**src/rtl/tx_arbiter.sv**
```systemverilog
// Shares one UART transmitter between a metadata requester and a sample-burst requester.
// Metadata wins at byte boundaries and can lock the UART across a multi-byte message.
module tx_arbiter #(
  parameter int SAMPLE_WIDTH = 8,
  parameter int BUSY_TIMEOUT = 16
) (
  input  logic                    clock,
  input  logic                    reset,
  input  logic                    meta_req,
  input  logic [7:0]              meta_byte,
  input  logic                    meta_last,
  output logic                    meta_ack,
  input  logic                    data_valid,
  input  logic [SAMPLE_WIDTH-1:0] data_byte,
  output logic                    data_ack,
  input  logic                    start_readout,
  input  logic [15:0]             read_count,
  output logic                    readout_done,
  input  logic                    tx_busy,
  output logic                    trans_en,
  output logic [7:0]              tx_data,
  output logic                    grant_meta,
  output logic                    busy_err
);

  localparam int CntW = (BUSY_TIMEOUT > 1) ? $clog2(BUSY_TIMEOUT) : 1;
  localparam logic [CntW-1:0] CntLast = CntW'(BUSY_TIMEOUT - 1);

  typedef enum logic [1:0] {IDLE, ISSUE, WAIT_BUSY, WAIT_DONE} state_e;

  state_e          state_q, state_d;
  logic            ownerMeta_q, ownerMeta_d;
  logic            lastMeta_q, lastMeta_d;
  logic            lock_q, lock_d;
  logic [7:0]      txData_q, txData_d;
  logic [CntW-1:0] timer_q, timer_d;
  logic [15:0]     remaining_q, remaining_d;
  logic            transEn_q, transEn_d;
  logic            metaAck_q, metaAck_d;
  logic            dataAck_q, dataAck_d;
  logic            readoutDone_q, readoutDone_d;
  logic            grantMeta_q, grantMeta_d;
  logic            busyErr_q, busyErr_d;
  logic            xferDone;
  logic            readoutActive;

  assign readoutActive = (remaining_q != 16'd0);

  always_ff @(posedge clock) begin
    if (reset) begin
      state_q       <= IDLE;
      ownerMeta_q   <= 1'b0;
      lastMeta_q    <= 1'b0;
      lock_q        <= 1'b0;
      txData_q      <= 8'd0;
      timer_q       <= '0;
      remaining_q   <= 16'd0;
      transEn_q     <= 1'b0;
      metaAck_q     <= 1'b0;
      dataAck_q     <= 1'b0;
      readoutDone_q <= 1'b0;
      grantMeta_q   <= 1'b0;
      busyErr_q     <= 1'b0;
    end else begin
      state_q       <= state_d;
      ownerMeta_q   <= ownerMeta_d;
      lastMeta_q    <= lastMeta_d;
      lock_q        <= lock_d;
      txData_q      <= txData_d;
      timer_q       <= timer_d;
      remaining_q   <= remaining_d;
      transEn_q     <= transEn_d;
      metaAck_q     <= metaAck_d;
      dataAck_q     <= dataAck_d;
      readoutDone_q <= readoutDone_d;
      grantMeta_q   <= grantMeta_d;
      busyErr_q     <= busyErr_d;
    end
  end

  always_comb begin
    state_d       = state_q;
    ownerMeta_d   = ownerMeta_q;
    lastMeta_d    = lastMeta_q;
    lock_d        = lock_q;
    txData_d      = txData_q;
    timer_d       = timer_q;
    remaining_d   = remaining_q;
    transEn_d     = 1'b0;
    metaAck_d     = 1'b0;
    dataAck_d     = 1'b0;
    readoutDone_d = 1'b0;
    busyErr_d     = busyErr_q;
    xferDone      = 1'b0;

    case (state_q)
      // Requesters still show their request during the ack cycle, so no selection then.
      IDLE: begin
        if (!tx_busy && !metaAck_q && !dataAck_q) begin
          if (meta_req) begin
            ownerMeta_d = 1'b1;
            lastMeta_d  = meta_last;
            txData_d    = meta_byte;
            state_d     = ISSUE;
          end else if (!lock_q && readoutActive && data_valid) begin
            ownerMeta_d = 1'b0;
            txData_d    = 8'(data_byte);
            state_d     = ISSUE;
          end
        end
      end
      ISSUE: begin
        transEn_d = 1'b1;
        timer_d   = '0;
        state_d   = WAIT_BUSY;
      end
      WAIT_BUSY: begin
        if (tx_busy) begin
          state_d = WAIT_DONE;
        end else if (timer_q == CntLast) begin
          busyErr_d = 1'b1;
          xferDone  = 1'b1;
        end else begin
          timer_d = timer_q + 1'b1;
        end
      end
      WAIT_DONE: begin
        if (!tx_busy) xferDone = 1'b1;
      end
      default: state_d = IDLE;
    endcase

    if (xferDone) begin
      state_d = IDLE;
      if (ownerMeta_q) begin
        metaAck_d = 1'b1;
        lock_d    = !lastMeta_q;
      end else begin
        dataAck_d = 1'b1;
        if (remaining_q != 16'd0) begin
          remaining_d = remaining_q - 16'd1;
          if (remaining_q == 16'd1) readoutDone_d = 1'b1;
        end
      end
    end

    // A zero-length burst completes immediately; a restart during a burst is dropped.
    if (start_readout && !readoutActive) begin
      if (read_count == 16'd0) readoutDone_d = 1'b1;
      else                     remaining_d   = read_count;
    end

    grantMeta_d = (ownerMeta_d && (state_d != IDLE)) || lock_d;
  end

  assign trans_en     = transEn_q;
  assign tx_data      = txData_q;
  assign meta_ack     = metaAck_q;
  assign data_ack     = dataAck_q;
  assign readout_done = readoutDone_q;
  assign grant_meta   = grantMeta_q;
  assign busy_err     = busyErr_q;

endmodule

```
**config.mk**
```make
export PLATFORM = sky130hd
export DESIGN_NAME = tx_arbiter
export DESIGN_NICKNAME = d
export VERILOG_FILES = /design/src/rtl/tx_arbiter.sv
export SDC_FILE = /design/constraint.sdc
export NUM_CORES = 1
export LEC_CHECK = 0
export ABC_AREA = 0
export BUFFER_PORTS_ARGS = -buffer_cell sky130_fd_sc_hd__buf_4
export CAP_MARGIN = 30
export CELL_PAD_IN_SITES_DETAIL_PLACEMENT = 1
export CELL_PAD_IN_SITES_GLOBAL_PLACEMENT = 1
export CORE_ASPECT_RATIO = 0.5
export CORE_MARGIN = 2
export CORE_UTILIZATION = 35
export DETAILED_ROUTE_END_ITERATION = 12
export PLACE_DENSITY = 0.85
export SLEW_MARGIN = 20
export SYNTH_ARGS = -nofsm -noshare
export SYNTH_HDL_FRONTEND = slang
export SYNTH_SLANG_ARGS = --single-unit
```
**constraint.sdc**
```tcl
create_clock -name clock -period 1.95 [get_ports clock]
set_input_delay 0.39 -clock clock [delete_from_list [all_inputs] [get_ports clock]]
set_output_delay 0.39 -clock clock [all_outputs]
set_load 0.02 [all_outputs]
```
==> metrics list, run 1 <==
* Kind of critical path: flip-flop to flip-flop
* CTS tree: yes
- Compared with the post-synthesis result, the final layout area differs by 57.68%.
- Per-cell via count in the routed design: 5.961
* Max FO, Critical Path: 5
* Residual overflow from global routing: 0
- Counting cells, the worst reg-to-reg path comes to 6.
- Final layout net count: 379
* Number of global-route vias before repair: 2507
- Clock root buffer: sky130_fd_sc_hd__clkbuf_16
- Outcome: finished with violations
* Routed length per placed instance: 23.34 um
* Ports: 53
* Synth Cell Area: 2028 um^2
- For this run, the leading register cell type out of synthesis is sky130_fd_sc_hd__dfxtp_1.
* Worst path arrival time: 2.46 ns
- Startpoint of the worst setup timing path: remaining_q[7]
- Timing would allow up to 0.4377 GHz.
- Each instance of the synthesized netlist takes up on average 8.522 um^2.
- Endpoint of the worst-slack reg-to-reg timing path: remaining_q[15]
- Final number of hold-violating endpoints: 0
- The completed layout was analyzed and its total power is 0.006234 W.
- Clock-pin slew was measured on the worst setup and hold paths at 0.06 ns.
- Number of instances in the synthesized netlist: 238
- Final Cycle Share: 1.172
* Violations in the final reports: setup timing
* Startpoint type of the worst setup path: flip-flop
- Of the cells placed in the final design, the portion with a size suffix greater than 1 is 0.4384.
* Pwr/cell area: 1949 nW/um^2
* Clock insertion delay at the later pin of the skew report: 0.29 ns
- H-Tree Depth: 2
- Number of buffers added by the clock tree synthesis step: 5
- Total core area: 5539 um^2
- Synthesized Nets: 284
- Number of iterations in the first detailed-routing pass: 5
* Start of the worst register-to-register path: remaining_q[7]
- For flop-to-flop paths, the worst setup slack is -0.33 ns.
* Overall die height: 57.83 um
* Initial antenna violation count: 0
* Number of fill cells: 642
- Number of buffers inserted by port buffering: 52
- Setup repair after global routing could not meet its margin everywhere.
- DP Wirelength: 5.211 mm
* Final setup violation count: 28
* Std cell rows: 19
- Peak supply drop: 958.8 uV
* Effective utilization at floorplan: 0.3662
* Yosys synthesis warning count: 0
* Crit path setup slack, layout: -0.3349 ns
* Finished Layout Cells: 406
- The number of max-slew violations in the final report is 0.
- The tightest min-delay check is of the input pin to flip-flop type.
* Time the final worst path needs with I/O delays and setup: 2.285 ns
- Horizontal die dimension: 111.7 um
- The final route contains 2420 vias.
- In this run, distinct cell masters in the synthesized netlist total 43.
- In this run, the number of DRC markers left after iteration 0 of detailed routing was 156.
- Crit path to: remaining_q[15]
- Counting flops with a built-in enable in the synthesized netlist gives 0.
- Area of all placed cells without fillers: 3198 um^2
- The worst setup path is captured at a flip-flop.
- Routability-driven placement congestion ratio: 0.8171
- OpenSTA, run right after detailed placement, puts the worst setup slack at -0.1468 ns.
* Lkg Pwr: 1.341 nW
* Area post-placement: 2791 um^2
- Total inserted antenna cells: 0
* Aggregate routed wire length: 9.475 mm
- Of the synthesized area, sequential elements account for 0.3849.
- The first global-routing pass estimated 12.85 mm of wire.
- STA puts the critical path data required time at 2.12 ns.
- In this run, synthesis produced a sequential element count of 39.
* Pin count of the biggest net entering global routing: 19
- For this run, the total global-route usage over all layers was measured as 0.2548.
* MaxCap Viol Count: 0
- Number of buffers on the longest clock path: 2
* TritonCTS sink count: 39
* Tightest Pin Transition: 0.5281 ns
- The slowest stage of the critical path belongs to the cell sky130_fd_sc_hd__or4_4.
- Including well taps, the total number of placed cells is 394.
* Setup Skew: 0.005720 ns
- Headroom to the max-slew limit came out at 0.6447.
- Area of the die: 6457 um^2
* Drc violations: 0
- Antenna Nets Post-Route: 0
- Async set-or-reset flop fraction in the synthesized netlist: 0
- The signal on the critical path passes through or4_4 > nor4_4 > a211oi_2 > buf_4 > and2_0 > a211oi_1.
- Stage delay of the slowest cell on the critical path: 0.57 ns
-- how the worst min path moves through the flow --
stage / cells past startpoint / to / start
finish: 3 / remaining_q[8] / read_count[8]
global route: 3 / remaining_q[6] / read_count[6]
CTS: 3 / lastMeta_q / meta_last
detailed placement: 2 / lastMeta_q / lastMeta_q
global placement: 2 / lastMeta_q / lastMeta_q
floorplan: 2 / lastMeta_q / lastMeta_q
-- layout make-up --
| class | instances | area, um^2 | share of cell area |
|---|---|---|---|
| Timing Repair Buffer | 96 | 749.5 | 0.2344 |
| Multi-Input combinational cell | 184 | 1405 | 0.4394 |
| Clock buffer | 6 | 138.9 | 0.04343 |
| Inverter | 7 | 26.28 | 0.008216 |
| Clock inverter | 1 | 5.005 | 0.001565 |
| Sequential cell | 39 | 782.0 | 0.2445 |
| Tap cell | 73 | 91.34 | 0.02856 |
-- metal layers --
metal	part of all wire	vias to the layer above	global-route usage	routed length (um)
met2	0.50	121	0.4892	4724
met5	0	-	0	0
met4	0.043	0	0.1111	412
met3	0.056	36	0.05230	535
li1	-	1066	-	-
met1	0.40	1197	0.2799	3803
-- stage by stage --
stage	TNS [ns]	util	hold WS [ns]
final	-4.093	0.5774	0.3646
after detailed placement	-1.267	0.5040	0.4632
after global placement	0	0.5040	0.4498
after CTS	-0.3904	0.5548	0.3572
after floorplan	0	-	0.4363
after global routing	-5.464	0.5774	0.3715
-- worst max-delay path, delay by kind of cell, from the launching register on --
family	cells	cell delay, ns
simple gates	3	1.18
flops	1	0.32
compound gates	2	0.49
buf+inv	1	0.17
-- synthesized netlist by cell type, drive strengths merged (2+ instances only) --
cell type | n | area, um^2
o41ai | 2 | 17.52
and3 | 2 | 12.51
nand4 | 5 | 31.28
a21oi | 23 | 115.1
mux2i | 8 | 80.08
xor2 | 4 | 35.03
nor4b | 2 | 17.52
and2 | 2 | 12.52
or3 | 4 | 25.02
xnor2 | 11 | 96.34
clkbuf | 6 | 22.52
nor3 | 6 | 30.03
nor2 | 20 | 75.07
nand3 | 7 | 35.03
buf | 2 | 15.01
o21ai | 6 | 30.02
a211oi | 14 | 105.1
ha | 7 | 87.58
nand2 | 23 | 86.33
nor4 | 10 | 77.57
or4 | 2 | 18.77
a2111oi | 2 | 17.52
nand2b | 4 | 25.02
o31ai | 4 | 30.03
inv | 7 | 26.28
dfxtp | 39 | 780.8
nor2b | 4 | 25.02
a41oi | 2 | 17.52
-- registers in the layout, indices dropped and copies added (netlist names) --
register and flops:
trans_en 1, state_q 2, lock_q 1, timer_q 4, grant_meta 1, busy_err 1, tx_data 8, lastMeta_q 1
data_ack 1, meta_ack 1, ownerMeta_q 1, remaining_q 16, readout_done 1
-- what timing repair did --
action                                  4_1_cts  5_1_grt
hold buffers                                  0        0
gates resized for setup                      22       27
setup buffers                                 4        1
pin swaps                                     7       11
endpoints found under the setup margin       24       29
gates cloned                                  0        1
-- report_power, final --
part / internal (W) / leakage [nW] / switching (W)
clock network: 0.000500 / 0.0727 / 0.000338
logic: 0.00187 / 0.950 / 0.00227
registers: 0.00105 / 0.319 / 0.000207
-- cells in the final DEF, fill, tap and decap left out, drive strengths merged, types with 8 or more instances in the layout --
master  count
xnor2      11
dfxtp      39
a211oi     14
nand2      23
buf        96
nor4       10
a21oi      23
nor2       20
mux2i       8
-- logic make-up (layout without fill, tap and decap cells) --
family	after synthesis	after routing	share of synthesized area
AO/OA/AOI/OAI	58	58	0.1826
XOR/XNOR	15	15	0.06477
adder cells (fa/ha/maj)	7	7	0.04318
buffers and inverters	15	110	0.03146
flip-flops	39	39	0.3849
multiplexers	9	9	0.04504
AND/OR/NAND/NOR	95	95	0.2480
Note: power is estimated with default switching activity, not from simulation.
==> run 2: changes to the inputs <==
--- a/config.mk
+++ b/config.mk
@@ -15,6 +15,7 @@
 export CORE_UTILIZATION = 35
 export DETAILED_ROUTE_END_ITERATION = 12
 export PLACE_DENSITY = 0.85
+export REMOVE_ABC_BUFFERS = 1
 export SLEW_MARGIN = 20
 export SYNTH_ARGS = -nofsm -noshare
 export SYNTH_HDL_FRONTEND = slang
==> metrics list, run 2 (same netlist as run 1, synthesis figures left out) <==
* Final Cycle Share: 1.103 (-0.06869)
* Per-cell via count in the routed design: 5.814 (-2.5%)
- In this design, the critical path's most frequently occurring cell is sky130_fd_sc_hd__a211oi_2.
* Final number of hold-violating endpoints: 0 (unchanged)
* Most common cell after layout, fill and taps aside: sky130_fd_sc_hd__buf_4
* Pin count of the biggest net entering global routing: 18 (-1)
- Final layout net count: 375 (-1.1%)
* Overall Global Routing Usage: 0.2274 (-0.02745)
* Number of buffers added by the clock tree synthesis step: 5 (unchanged)
- Tightest Pin Transition: 0.4765 ns (-0.05158 ns)
- Final setup violation count: 21 (-25%)
- Hold Worst Slack: 0.3549 ns (-0.009693 ns)
- The number of buffers inserted for hold repair after clock tree synthesis came to 0 (unchanged).
- The tightest slew margin relative to the limit came to 0.6794 (+0.03470).
- Horizontal die dimension: 111.7 um (unchanged)
- The CTS sink count came to 39 (unchanged).
* Area post-placement: 2763 um^2 (-1.0%)
- Routed length per placed instance: 20.99 um (-10%)
* Worst path bufs/invs: 2 (+1)
- The critical path goes through inv_1 > ha_2 > nor3b_2 > buf_4 > nand2_1 > and3b_2 > a211oi_2 > a211oi_2.
- Setup repair after global routing could not meet its margin everywhere.
- Overall die height: 57.83 um (unchanged)
* Worst path required time: 2.14 ns (+0.02 ns)
* Number of buffers on the longest clock path: 2 (unchanged)
- The number of max-slew violations in the final report was 0 (unchanged).
* Clock insertion delay at the later pin of the skew report: 0.30 ns (about the same)
* Area growth syn-to-layout: 58.98%
* Aggregate routed wire length: 8.460 mm (-11%)
* Type of the worst min-delay path: input pin to flip-flop
- The count of antenna diodes in the layout is 0 (unchanged).
* Worst path arrival time: 2.34 ns (-0.12 ns)
- First-pass GRT wire length: 11.66 mm (-9.3%)
- Number of buffers inserted by port buffering: 52 (unchanged)
- Crit path setup slack, layout: -0.2009 ns (+0.1340 ns)
- Kind of cell with the highest combined delay on the critical path: simple AND/OR/NAND/NOR gates
* CTS tree: yes
* Max Freq: 0.4649 GHz (+6.2%)
- Drc violations: 0 (unchanged)
- Initial detailed-routing violation count: 181 (+16%)
- The setup path with the least slack is of type flip-flop to flip-flop.
- The final critical path time including I/O delays and setup is 2.151 ns (-0.1340 ns).
- The number of global-route vias before repair is 2422 (-3.4%).
* Lkg Pwr: 1.329 nW (-0.92%)
- The routed via count came to 2343 (-3.2%).
* Violations in the final reports: setup timing
- Most frequent cells in the layout: sky130_fd_sc_hd__buf_4, sky130_fd_sc_hd__dfxtp_1, sky130_fd_sc_hd__nor2_1
* Antenna Nets Post-Route: 0 (unchanged)
- The number of antenna violations at the first check in global routing was 0 (unchanged).
- Worst Setup End Kind: flip-flop
- The area of the core is 5539 um^2 (unchanged).
* Residual overflow from global routing: 0 (unchanged)
* Register containing the most flip-flops in the final layout: remaining_q
- Ports: 53 (unchanged)
- Max FO, Critical Path: 4 (-1)
- Startpoint type of the worst setup path: flip-flop
* Clock root buffer: sky130_fd_sc_hd__clkbuf_16
- Final core utilization: 0.5821 (+0.004744)
- The total power divided by cell area was 1956 nW/um^2 (+0.35%).
- H-Tree Depth: 2 (unchanged)
- Setup Skew: 0.01159 ns (+0.005868 ns)
- The flow ran to the end, but the final reports show violations.
* Slowest cell on crit path: sky130_fd_sc_hd__nor3b_2
* Clock slew at the register clock pins of the worst setup and hold paths: 0.06 ns (about the same)
* Max FFs per register: 16 (unchanged)
- DP Wirelength: 5.055 mm (-3.0%)
- The biggest cell delay along the critical path came to 0.35 ns (-0.22 ns).
* Area of all placed cells without fillers: 3224 um^2 (+0.82%)
- Routability-driven placement congestion ratio: 0.9076 (+11%)
- The max-cap violation count was 0 (unchanged).
- Share of cells above drive strength 1: 0.4545 (+0.01611)
- The number of iterations in the first detailed-routing pass came to 4 (-1).
- The site row count came to 19 (unchanged).
* Area of the die: 6457 um^2 (unchanged)
- The effective utilization at floorplan came to 0.3662 (unchanged).
- The maximum vdd drop came to 1118 uV (+17%).
==> run 2: changes by cell type in the layout (fill, tap and decap cells not counted), sizes merged <==
cell,before,now
buf,96,92
bufinv,0,1
clkbuf,6,5
clkinv,1,2
==> run 2: area by class of cell <==
class                           count  area (um^2)
Fill cell                         635         2315
Timing Repair Buffer               92        725.7
Clock inverter                      3        43.79
Tap cell                           73        91.34
Multi-Input combinational cell    184         1426
Inverter                            7        26.28
Sequential cell                    39        785.8
Clock buffer                        5        125.1
==> run 2: path summary, 6_finish.rpt <==
kind	startpoint	endpoint	slack, ns	depth (start not counted)
min reg2reg	lastMeta_q	lastMeta_q	0.48	2
max reg2reg	remaining_q[1]	remaining_q[15]	-0.20	8
min	read_count[12]	remaining_q[12]	0.35	3
max	remaining_q[1]	remaining_q[15]	-0.20	8
==> run 2: stage by stage <==
stage          setup WS [ns]  TNS [ns]  std cells  power, W
3_3_place_gp         0.01976         0        392  0.003880
6_report             -0.2009    -2.439        403  0.006307
2_1_floorplan        -0.1349    -1.682        230  0.002732
4_1_cts             0.004737         0        403  0.005510
3_5_place_dp         -0.1812    -1.619        392  0.004053
5_1_grt              -0.2397    -3.486        403  0.006557
==> run 2: timing repair <==
| item | in CTS | in global routing |
|---|---|---|
| gates resized for setup | 23 | 42 |
| buffers inserted | 5 | 1 |
| setup endpoints to repair | 25 | 25 |
| gates cloned | 0 | 0 |
| pin swaps | 14 | 22 |
==> run 2: layer usage <==
metal,global-route usage,wire (um),vias up
li1,-,-,1063
met1,0.2652,3438,1151
met2,0.4130,4158,96
met3,0.05126,536,33
met4,0.09700,326,0
met5,0,0,-
==> run 2: where the power goes <==
part,internal (W),total (W),leakage [nW],switching (W)
combinational,0.00180,0.00404,0.925,0.00224
sequential,0.00105,0.00129,0.320,0.000242
clock,0.000604,0.000975,0.0838,0.000371
total,0.00346,0.00631,1.33,0.00285
==> run 2: worst min-delay path: cells and delay by family <==
kind                   cells  cell delay, ns
AO/OA/AOI/OAI              1            0.05
buffers and inverters      1            0.11
AND/OR/NAND/NOR            1            0.05
==> run 3: changes to the inputs <==
--- a/config.mk
+++ b/config.mk
@@ -12,9 +12,9 @@
 export CELL_PAD_IN_SITES_GLOBAL_PLACEMENT = 1
 export CORE_ASPECT_RATIO = 0.5
 export CORE_MARGIN = 2
-export CORE_UTILIZATION = 35
+export CORE_UTILIZATION = 41
 export DETAILED_ROUTE_END_ITERATION = 12
-export PLACE_DENSITY = 0.85
+export PLACE_DENSITY = 0.93
 export REMOVE_ABC_BUFFERS = 1
 export SLEW_MARGIN = 20
 export SYNTH_ARGS = -nofsm -noshare
==> constraint.sdc (replaced) <==
create_clock -name clock -period 2.71 [get_ports clock]
set_input_delay 0.542 -clock clock [delete_from_list [all_inputs] [get_ports clock]]
set_output_delay 0.542 -clock clock [all_outputs]
set_load 0.02 [all_outputs]
==> metrics list, run 3 (same netlist as run 1, synthesis figures left out) <==
- The floorplan die area is 5560 um^2 (-14%).
* Max FFs per register: 16 (unchanged)
- Worst Hold Launch: busy_err
- Type of the worst min-delay path: flip-flop to flip-flop
- H-Tree Depth: 2 (unchanged)
- The number of global-route vias before repair is 2186 (-9.7%).
- The fraction of the cycle the final worst path needs is 0.8999 (-0.2032).
* Ports: 53 (unchanged)
- The last weighted congestion value of the routability-driven placer was 0.8373 (-7.7%).
- Slowest cell on crit path: sky130_fd_sc_hd__and3b_1
* Most frequent cells in the layout: sky130_fd_sc_hd__buf_4, sky130_fd_sc_hd__dfxtp_1, sky130_fd_sc_hd__nand2_1, sky130_fd_sc_hd__a21oi_1, sky130_fd_sc_hd__nor2_1
* Share of cells above drive strength 1: 0.2287 (-0.2259)
- Most common cell after layout, fill and taps aside: sky130_fd_sc_hd__buf_4
- The tightest slew margin relative to the limit was 0.4616 (-0.2178).
- The routed wire length came to 6.660 mm (-21%).
- Total core area: 4842 um^2 (-13%)
- The count of antenna diodes in the layout was 0 (unchanged).
* Worst path bufs/invs: 1 (-1)
- First-pass GRT wire length: 10.68 mm (-8.4%)
* Sum of negative setup slack: 0 ns (+2.439 ns)
- Kind of cell with the highest combined delay on the critical path: simple AND/OR/NAND/NOR gates
- Clock root buffer: sky130_fd_sc_hd__clkbuf_8
- Counting stages on the worst path, the most repeated cell is sky130_fd_sc_hd__a211oi_1.
- Clock slew at the register clock pins of the worst setup and hold paths: 0.08 ns (+0.02 ns)
- Clock insertion delay at the later pin of the skew report: 0.30 ns (about the same)
- The number of routed nets with antenna violations is 0 (unchanged).
- Number of buffers inserted by port buffering: 52 (unchanged)
- MaxCap Viol Count: 0 (unchanged)
- Final layout net count: 338 (-9.9%)
* Start of the worst register-to-register path: remaining_q[0]
- Cell breakdown of the critical path: inv_1 > ha_1 > nor3b_1 > nand2_1 > and3b_1 > a211oi_1 > a211oi_1
* Pin count of the biggest net entering global routing: 34 (+16)
- DP Wirelength: 4.652 mm (-8.0%)
* Post CTS Setup Buffer Count: 0 (-5)
* Register-to-register path setup slack: 0.27 ns (+0.47 ns)
- The die boundary width was 103.5 um (-7.3%).
- Overall die height: 53.74 um (-7.1%)
- Worst Setup End Kind: flip-flop
* Residual overflow from global routing: 0 (unchanged)
* Number of fill cells: 608 (-4.3%)
- The final critical path time including I/O delays and setup was 2.439 ns (+0.2877 ns).
- Number of buffers added by the clock tree synthesis step: 5 (unchanged)
- The post-placement setup slack is 0.3337 ns (+0.5149 ns).
- Std cell rows: 18 (-1)
- Area growth syn-to-layout: 29.55%
* Lkg Pwr: 1.060 nW (-20%)
* Tightest Pin Transition: 0.8002 ns (+0.3237 ns)
- The average routed wire per standard cell was 18.35 um (-13%).
- Unrepaired setup endpoints after global routing: false
* Max FO, Critical Path: 13 (+9)
* Worst path arrival time: 2.65 ns (+0.31 ns)
* Final number of hold-violating endpoints: 0 (unchanged)
- More flip-flops sit in one register than any other, and that register is remaining_q.
* Endpoint of the worst-slack reg-to-reg timing path: remaining_q[15]
- The core occupancy in the finished layout came to 0.5426 (-0.03947).
- The final setup violation count was 0 (-100%).
- Via count of the routed design: 2071 (-12%)
* Number of hold-repair buffers added at the cts stage: 0 (unchanged)
* Number of gates given a new drive strength after cts: 0 (-100%)
- Worst Hold Path EP: busy_err
- Overall Global Routing Usage: 0.2557 (+0.02830)
* Pwr/cell area: 1211 nW/um^2 (-38%)
* Worst Reg-to-Reg Cells: 7 (-1)
- Setup Skew: 0.008375 ns (-0.003214 ns)
* Initial antenna violation count: 0 (unchanged)
- Crit path setup slack, layout: 0.2714 ns (+0.4723 ns)
- Kind of critical path: flip-flop to flip-flop
* Drc violations: 0 (unchanged)
* Outcome: finished clean
- The post-detailed-route via-to-cell ratio came to 5.705 (-1.9%).
* Initial detailed-routing violation count: 46 (-75%)
- The worst setup path is launched from a flip-flop.
* Number of instances on the worst hold path: 2 (-1)
- The number of iterations in the first detailed-routing pass came to 4 (unchanged).
- The biggest cell delay along the critical path was 0.56 ns (+0.21 ns).
- Worst path required time: 2.92 ns (+0.78 ns)
* Max-slew violations: 0 (unchanged)
* TritonCTS sink count: 39 (unchanged)
- The achievable frequency was 0.4101 GHz (-12%).
* Number of buffers on the longest clock path: 2 (unchanged)
- Effective utilization at floorplan: 0.4189 (+0.05270)
- Peak supply drop: 544.9 uV (-51%)
* CTS tree: yes
==> run 3: final cells by class <==
type,count,area (um^2),share of cell area
multi-input cells,184,1184,0.4505
well taps,70,87.58,0.03333
clock inverters,3,67.56,0.02571
inverters,7,26.28,0.01000
flip-flops and latches,39,780.7,0.2971
clock buffers,5,68.82,0.02619
repair buffers,55,412.9,0.1571
==> run 3: worst reg2reg max path, stage by stage (launching register included) <==
cell	delay [ns]
sky130_fd_sc_hd__dfxtp_1	0.36
sky130_fd_sc_hd__inv_1	0.11
sky130_fd_sc_hd__ha_1	0.34
sky130_fd_sc_hd__nor3b_1	0.48
sky130_fd_sc_hd__nand2_1	0.14
sky130_fd_sc_hd__and3b_1	0.56
sky130_fd_sc_hd__a211oi_1	0.12
sky130_fd_sc_hd__a211oi_1	0.26
==> run 3: worst max-delay path by stage <==
stage | cells past startpoint | slack, ns | endpoint | startpoint
finish | 7 | 0.27 | remaining_q[15] | remaining_q[0]
global route | 7 | 0.05 | remaining_q[15] | remaining_q[1]
CTS | 7 | 0.28 | remaining_q[15] | remaining_q[1]
detailed placement | 7 | 0.33 | remaining_q[15] | remaining_q[1]
global placement | 5 | 0.58 | remaining_q[15] | remaining_q[11]
floorplan | 5 | 0.63 | remaining_q[15] | remaining_q[11]
==> run 3: power by group <==
group          switching, W  internal (W)  total (W)
registers          0.000184      0.000751   0.000935
clock network      0.000223      0.000367   0.000590
logic               0.00101      0.000645    0.00166
==> run 3: metrics by stage <==
stage	cells	power [W]	hold WS [ns]	area [um^2]
6_report	363	0.003183	0.4830	2628
5_1_grt	363	0.003399	0.5021	2628
4_1_cts	363	0.003171	0.4847	2628
3_5_place_dp	355	0.002522	0.4511	2491
3_3_place_gp	355	0.002390	0.4494	2491
2_1_floorplan	230	0.001966	0.4303	1991
==> run 3: routing by layer <==
| layer | wire (um) | vias to the layer above | GRT usage | share of wire |
|---|---|---|---|---|
| met5 | 0 | - | 0 | 0 |
| met4 | 252 | 0 | 0.1360 | 0.038 |
| met3 | 302 | 26 | 0.06623 | 0.045 |
| met2 | 3338 | 70 | 0.4591 | 0.50 |
| met1 | 2767 | 984 | 0.2854 | 0.42 |
| li1 | - | 991 | - | - |
